==> config.mk <==
export PLATFORM = sky130hd
export DESIGN_NAME = display_scan_ctrl
export DESIGN_NICKNAME = d
export VERILOG_FILES = /design/src/rtl/disp_pkg.sv /design/src/rtl/scan_prescaler.sv /design/src/rtl/display_scan_ctrl.sv
export SDC_FILE = /design/constraint.sdc
export NUM_CORES = 1
export LEC_CHECK = 0
export ABC_AREA = 1
export BUFFER_PORTS_ARGS = -buffer_cell sky130_fd_sc_hd__buf_2
export CAP_MARGIN = 5
export CORE_MARGIN = 1
export CORE_UTILIZATION = 30
export DETAILED_ROUTE_END_ITERATION = 8
export HOLD_SLACK_MARGIN = 0.1
export PLACE_DENSITY_LB_ADDON = 0.12
export SKIP_LAST_GASP = 1
export SLEW_MARGIN = 20
export SYNTH_ARGS = -nofsm -noshare
export SYNTH_HDL_FRONTEND = slang
export SYNTH_SLANG_ARGS = --single-unit
==> constraint.sdc <==
create_clock -name clk -period 2.5 [get_ports clk]
set_input_delay 0.125 -clock clk [delete_from_list [all_inputs] [get_ports clk]]
set_output_delay 0.125 -clock clk [all_outputs]
set_load 0.05 [all_outputs]
==> src/rtl/disp_pkg.sv <==
// rtl/disp_pkg.sv - shared constants and types for the display scan controller
package disp_pkg;

   // Number of multiplexed digits: hh:mm:ss
   localparam int NUM_DIGITS = 6;

   // edit_field encodings; NONE selects no field for blinking
   localparam logic [1:0] SEC  = 2'd0;
   localparam logic [1:0] MIN  = 2'd1;
   localparam logic [1:0] HOUR = 2'd2;
   localparam logic [1:0] NONE = 2'd3;

   // Page-switch FSM: RUN shows page_q, SWITCH blanks until the frame ends
   typedef logic [0:0] state_t;
   localparam state_t RUN    = 1'b0;
   localparam state_t SWITCH = 1'b1;

endpackage

==> src/rtl/scan_prescaler.sv <==
// rtl/scan_prescaler.sv - free-running slot prescaler with first/terminal count flags
module scan_prescaler #(
   parameter int SCAN_DIV = 1000
) (
   input  logic clk,
   input  logic rst,
   output logic first,
   output logic tc
);

   localparam int            CW   = (SCAN_DIV > 1) ? $clog2(SCAN_DIV) : 1;
   localparam logic [CW-1:0] LAST = CW'(SCAN_DIV - 1);

   logic [CW-1:0] count_q, count_d;

   // Count 0..SCAN_DIV-1 and wrap
   always_comb begin
      count_d = (count_q == LAST) ? '0 : count_q + CW'(1);
   end

   // Count register
   always_ff @(posedge clk or posedge rst) begin
      if (rst) count_q <= '0;
      else     count_q <= count_d;
   end

   assign first = (count_q == '0);
   assign tc    = (count_q == LAST);

endmodule

==> src/rtl/display_scan_ctrl.sv <==
// rtl/display_scan_ctrl.sv - six-digit multiplexed clock display scanner with blink and page switch
module display_scan_ctrl
   import disp_pkg::*;
#(
   parameter int SCAN_DIV     = 1000,
   parameter int BLINK_FRAMES = 83
) (
   input  logic                    clk,
   input  logic                    rst,
   input  logic [4*NUM_DIGITS-1:0] time_bcd,
   input  logic [4*NUM_DIGITS-1:0] alarm_bcd,
   input  logic                    page,
   input  logic                    edit_en,
   input  logic [1:0]              edit_field,
   output logic [NUM_DIGITS-1:0]   digit_sel,
   output logic [3:0]              cin,
   output logic                    blank,
   output logic                    frame_done
);

   localparam logic [2:0]    SLOT_LAST = 3'(NUM_DIGITS - 1);
   localparam int            FW        = (BLINK_FRAMES > 1) ? $clog2(BLINK_FRAMES) : 1;
   localparam logic [FW-1:0] FRM_LAST  = FW'(BLINK_FRAMES - 1);

   logic                  slot_first, slot_tc;
   logic [2:0]            slot_q, slot_d;
   logic [FW-1:0]         fcnt_q, fcnt_d;
   logic                  phase_q, phase_d;
   state_t                state_q, state_d;
   logic                  page_q, page_d;
   logic [NUM_DIGITS-1:0] digit_sel_q, digit_sel_d;
   logic [3:0]            cin_q, cin_d;
   logic                  blank_q, blank_d;
   logic                  frame_end;
   logic                  blink_hit;

   scan_prescaler #(
      .SCAN_DIV (SCAN_DIV)
   ) u_prescaler (
      .clk   (clk),
      .rst   (rst),
      .first (slot_first),
      .tc    (slot_tc)
   );

   // Frame ends on the terminal count of the last slot
   assign frame_end = slot_tc && (slot_q == SLOT_LAST);

   // Slot counter steps once per prescaler wrap
   always_comb begin
      slot_d = slot_q;
      if (slot_tc) slot_d = (slot_q == SLOT_LAST) ? 3'd0 : slot_q + 3'd1;
   end

   // Blink phase flips after BLINK_FRAMES completed frames
   always_comb begin
      fcnt_d  = fcnt_q;
      phase_d = phase_q;
      if (frame_end) begin
         if (fcnt_q == FRM_LAST) begin
            fcnt_d  = '0;
            phase_d = ~phase_q;
         end else begin
            fcnt_d = fcnt_q + FW'(1);
         end
      end
   end

   // Page switch: blank until a frame boundary, then adopt the requested page
   always_comb begin
      state_d = state_q;
      page_d  = page_q;
      case (state_q)
         RUN: begin
            if (page != page_q) state_d = SWITCH;
         end
         SWITCH: begin
            if (frame_end) begin
               state_d = RUN;
               page_d  = page;
            end
         end
         default: state_d = RUN;
      endcase
   end

   // Display outputs, registered one cycle behind the slot counter
   always_comb begin
      blink_hit   = edit_en && !phase_q && (edit_field != NONE) && (slot_q[2:1] == edit_field);
      digit_sel_d = NUM_DIGITS'(1) << slot_q;
      cin_d       = page_q ? alarm_bcd[{slot_q, 2'b00} +: 4] : time_bcd[{slot_q, 2'b00} +: 4];
      blank_d     = slot_first || (state_q == SWITCH) || blink_hit;
   end

   // State registers; reset abandons any frame or page switch in progress
   always_ff @(posedge clk or posedge rst) begin
      if (rst) begin
         slot_q      <= 3'd0;
         fcnt_q      <= '0;
         phase_q     <= 1'b1;
         state_q     <= RUN;
         page_q      <= 1'b0;
         digit_sel_q <= NUM_DIGITS'(1);
         cin_q       <= 4'd0;
         blank_q     <= 1'b1;
      end else begin
         slot_q      <= slot_d;
         fcnt_q      <= fcnt_d;
         phase_q     <= phase_d;
         state_q     <= state_d;
         page_q      <= page_d;
         digit_sel_q <= digit_sel_d;
         cin_q       <= cin_d;
         blank_q     <= blank_d;
      end
   end

   assign digit_sel  = digit_sel_q;
   assign cin        = cin_q;
   assign blank      = blank_q;
   assign frame_done = frame_end;

endmodule
==> summary.md <==
| Metric | Value |
|---|---|
| Number of global-route vias before repair | `1974` |
| ANT cells | `0` |
| Die X | `86.0 um` |
| Die Span Y | `86.0 um` |
| Synthesized cell area | `2120 um^2` |
| Commonest non-fill, non-tap cell in the layout | `nand2_1` |
| H-tree depth | `2` |
| Post-route minimum period | `1.95 ns` |
| WL/cell | `10.9 um` |
| Hold slack | `0.183 ns` |
| Seq cells post-synth | `34` |
| Min-Delay Path Depth | `5` |
| Wirelength, routed | `5110 um` |
| Finished Layout Cells | `469` |
| Setup Skew | `0.00352 ns` |
| IO Pins | `66` |
| Antenna-violating nets left | `0` |
| Placement Rows | `30` |
| Relative slew slack | `57.9%` |
| Number of distinct library cells after synthesis | `27` |
| First-pass DRT Iterations | `4` |
| Max Clock Freq | `0.512 GHz` |
| Root Buffer | `clkbuf_8` |
| R2R setup slack | `0.88 ns` |
| HP Class | `in -> reg` |
| Vias/cell | `4.27` |
| Clk pin slew, worst setup/hold paths | `0.07 ns` |
| Area Growth Syn to Fin | `26.2%` |
| Period utilisation layout | `78.1%` |
| Clock Path Buffers | `2` |
| Hold path endpoint | `cin[3]` |
| Core Area | `6790 um^2` |
| Crit Path Max Fanout | `7` |
| Pleak | `1.46 nW` |
| CP endpoint kind | `primary output` |
| Clock Sinks | `34` |
| Starting DRT DRC Count | `50` |
| Global Route Usage Sum | `15.3%` |
| Endpoints failing hold | `0` |
| DIE AREA | `7400 um^2` |
| R2r endpoint | `fcnt_q[4]` |
| Dpl cells | `459` |
| Clock tree from TritonCTS | `done` |
| Largest net degree at the start of global routing | `35` |
| Mapped Cells | `302` |
| CP Data Required Time | `2.38 ns` |
| Routability cong. | `0.782` |
| Initial Util | `31.2%` |
| Yosys Warn Count | `0` |
| Least-Margin Pin Slew | `0.630 ns` |
| Most frequent cells in the layout | `nand2_1, buf_2, nor2_1` |
| Fin. max-slew vios | `0` |
| Crit path launch type | `register` |
| IO buf count | `65` |
| Nets | `431` |
| Avg Inst Size Synth | `7.01 um^2` |
| DRC errors left | `0` |
| WS Path Type | `reg -> out` |
| Share of layout cells above drive strength 1 | `25.5%` |
| CTS Buf Count | `5` |
| Outcome | `finished, final reports clean` |
| Max Cap Viol | `0` |
| Vias | `2003` |
| Clk_lat worst skew | `0.29 ns` |
| DP HPWL | `3890 um` |
| Power Density | `406 nW/um^2` |
| Fin Setup TNS | `0 ns` |
| Hold_sp | `alarm_bcd[23]` |
| Register area share after synthesis | `40.3%` |
| R2r startpoint | `u_prescaler.count_q[0]` |
| Global-route wire length before repair | `8910 um` |
| RSZ-0062 raised after global routing | `false` |
| Antenna violations before repair | `0` |
| VDD IR max | `182 uV` |
| Worst R2R Path Depth | `7` |
| Syn_nets | `361` |
| Congestion Overflow GR | `0` |
| Setup-failing EPs final | `0` |
| Crit path DAT | `1.83 ns` |
-- synth_stat cells --
master	instances	area (um^2)
buf_2	5	25.0
a21oi_1	3	15.0
nor3b_1	1	7.51
nor2_4	2	22.5
dfstp_2	3	78.8
nor2_2	1	6.26
or2_2	7	43.8
o21ai_2	1	8.76
o211ai_1	9	67.6
dfrtp_1	31	776
nand3b_1	2	15.0
nand3_2	1	10.0
ha_1	5	62.6
nor2_1	53	199
clkbuf_1	1	3.75
xnor2_1	1	8.76
nor3_1	4	20.0
nand3_1	26	130
o21a_1	1	7.51
xor2_1	6	52.6
nand2_2	2	12.5
inv_1	47	176
nand4_1	1	6.26
nand2_1	69	259
o21ai_0	17	85.1
buf_6	1	11.3
inv_2	2	7.51
-- how the worst max path moves through the flow --
stage,start,to,slack [ns],cells after the start
floorplan,u_prescaler.count_q[0],phase_q,1.12,8
global placement,slot_q[0],cin[3],0.90,7
detailed placement,u_prescaler.count_q[0],frame_done,0.85,6
CTS,u_prescaler.count_q[0],frame_done,0.52,6
global route,u_prescaler.count_q[0],frame_done,0.37,6
finish,u_prescaler.count_q[0],frame_done,0.55,6
-- critical path, stage by stage, from the launching register on --
cell	delay, ns
dfrtp_1	0.37
ha_1	0.17
nand2_1	0.09
inv_1	0.14
nand3_2	0.19
nor2_2	0.25
buf_2	0.32
-- routing by layer --
metal / part of all wire (%) / GRT usage, %
met5: 0 / 0
met4: 2.2 / 6.06
met3: 7.4 / 3.95
met2: 43 / 23.7
met1: 48 / 20.2
-- final cells by class --
class,count,area (um^2)
Clock inverter,2,12.5
Sequential cell,34,855
Multi-Input combinational cell,212,1040
Inverter,49,184
Fill cell,724,4120
Clock buffer,6,82.6
Timing Repair Buffer,70,380
Tap cell,96,120
-- stage by stage --
| stage | setup WS (ns) | total power, mW | cell area [um^2] | util (%) |
|---|---|---|---|---|
| global placement | 0.904 | 0.662 | 2560 | 37.7 |
| detailed placement | 0.849 | 0.661 | 2560 | 37.7 |
| floorplan | 1.12 | 0.608 | 2120 | - |
| global route | 0.374 | 1.15 | 2670 | 39.4 |
| CTS | 0.516 | 1.11 | 2670 | 39.4 |
| finish | 0.549 | 1.09 | 2670 | 39.4 |
-- logic make-up (layout without fill, tap and decap cells) --
group / count (synthesis) / after routing / synth area share (%)
AND/OR/NAND/NOR: 169 / 169 / 34.6
XOR/XNOR: 7 / 7 / 2.89
flip-flops: 34 / 34 / 40.3
buffers and inverters: 56 / 127 / 10.6
AO/OA/AOI/OAI: 31 / 31 / 8.68
adder cells (fa/ha/maj): 5 / 5 / 2.95
-- power breakdown --
group	switching [mW]	internal, mW	leakage, nW	total, mW
clock network	0.214	0.221	0.0472	0.435
logic	0.0510	0.0462	0.984	0.0972
registers	0.000560	0.553	0.430	0.554
total	0.265	0.821	1.46	1.09
-- registers in the layout, summed over array words and instances, names as in the netlist --
name	flops
blank	1
cin	4
digit_sel	6
fcnt_q	7
page_q	1
phase_q	1
slot_q	3
state_q	1
u_prescaler.count_q	10
-- repair_timing --
| item | in CTS | in global routing |
|---|---|---|
| resized for setup | 0 | 0 |
| hold buffers | 2 | 0 |
| setup buffers | 0 | 0 |
| hold endpoints to repair | 32 | 0 |
No activity file was read; power rests on OpenSTA's default activity.
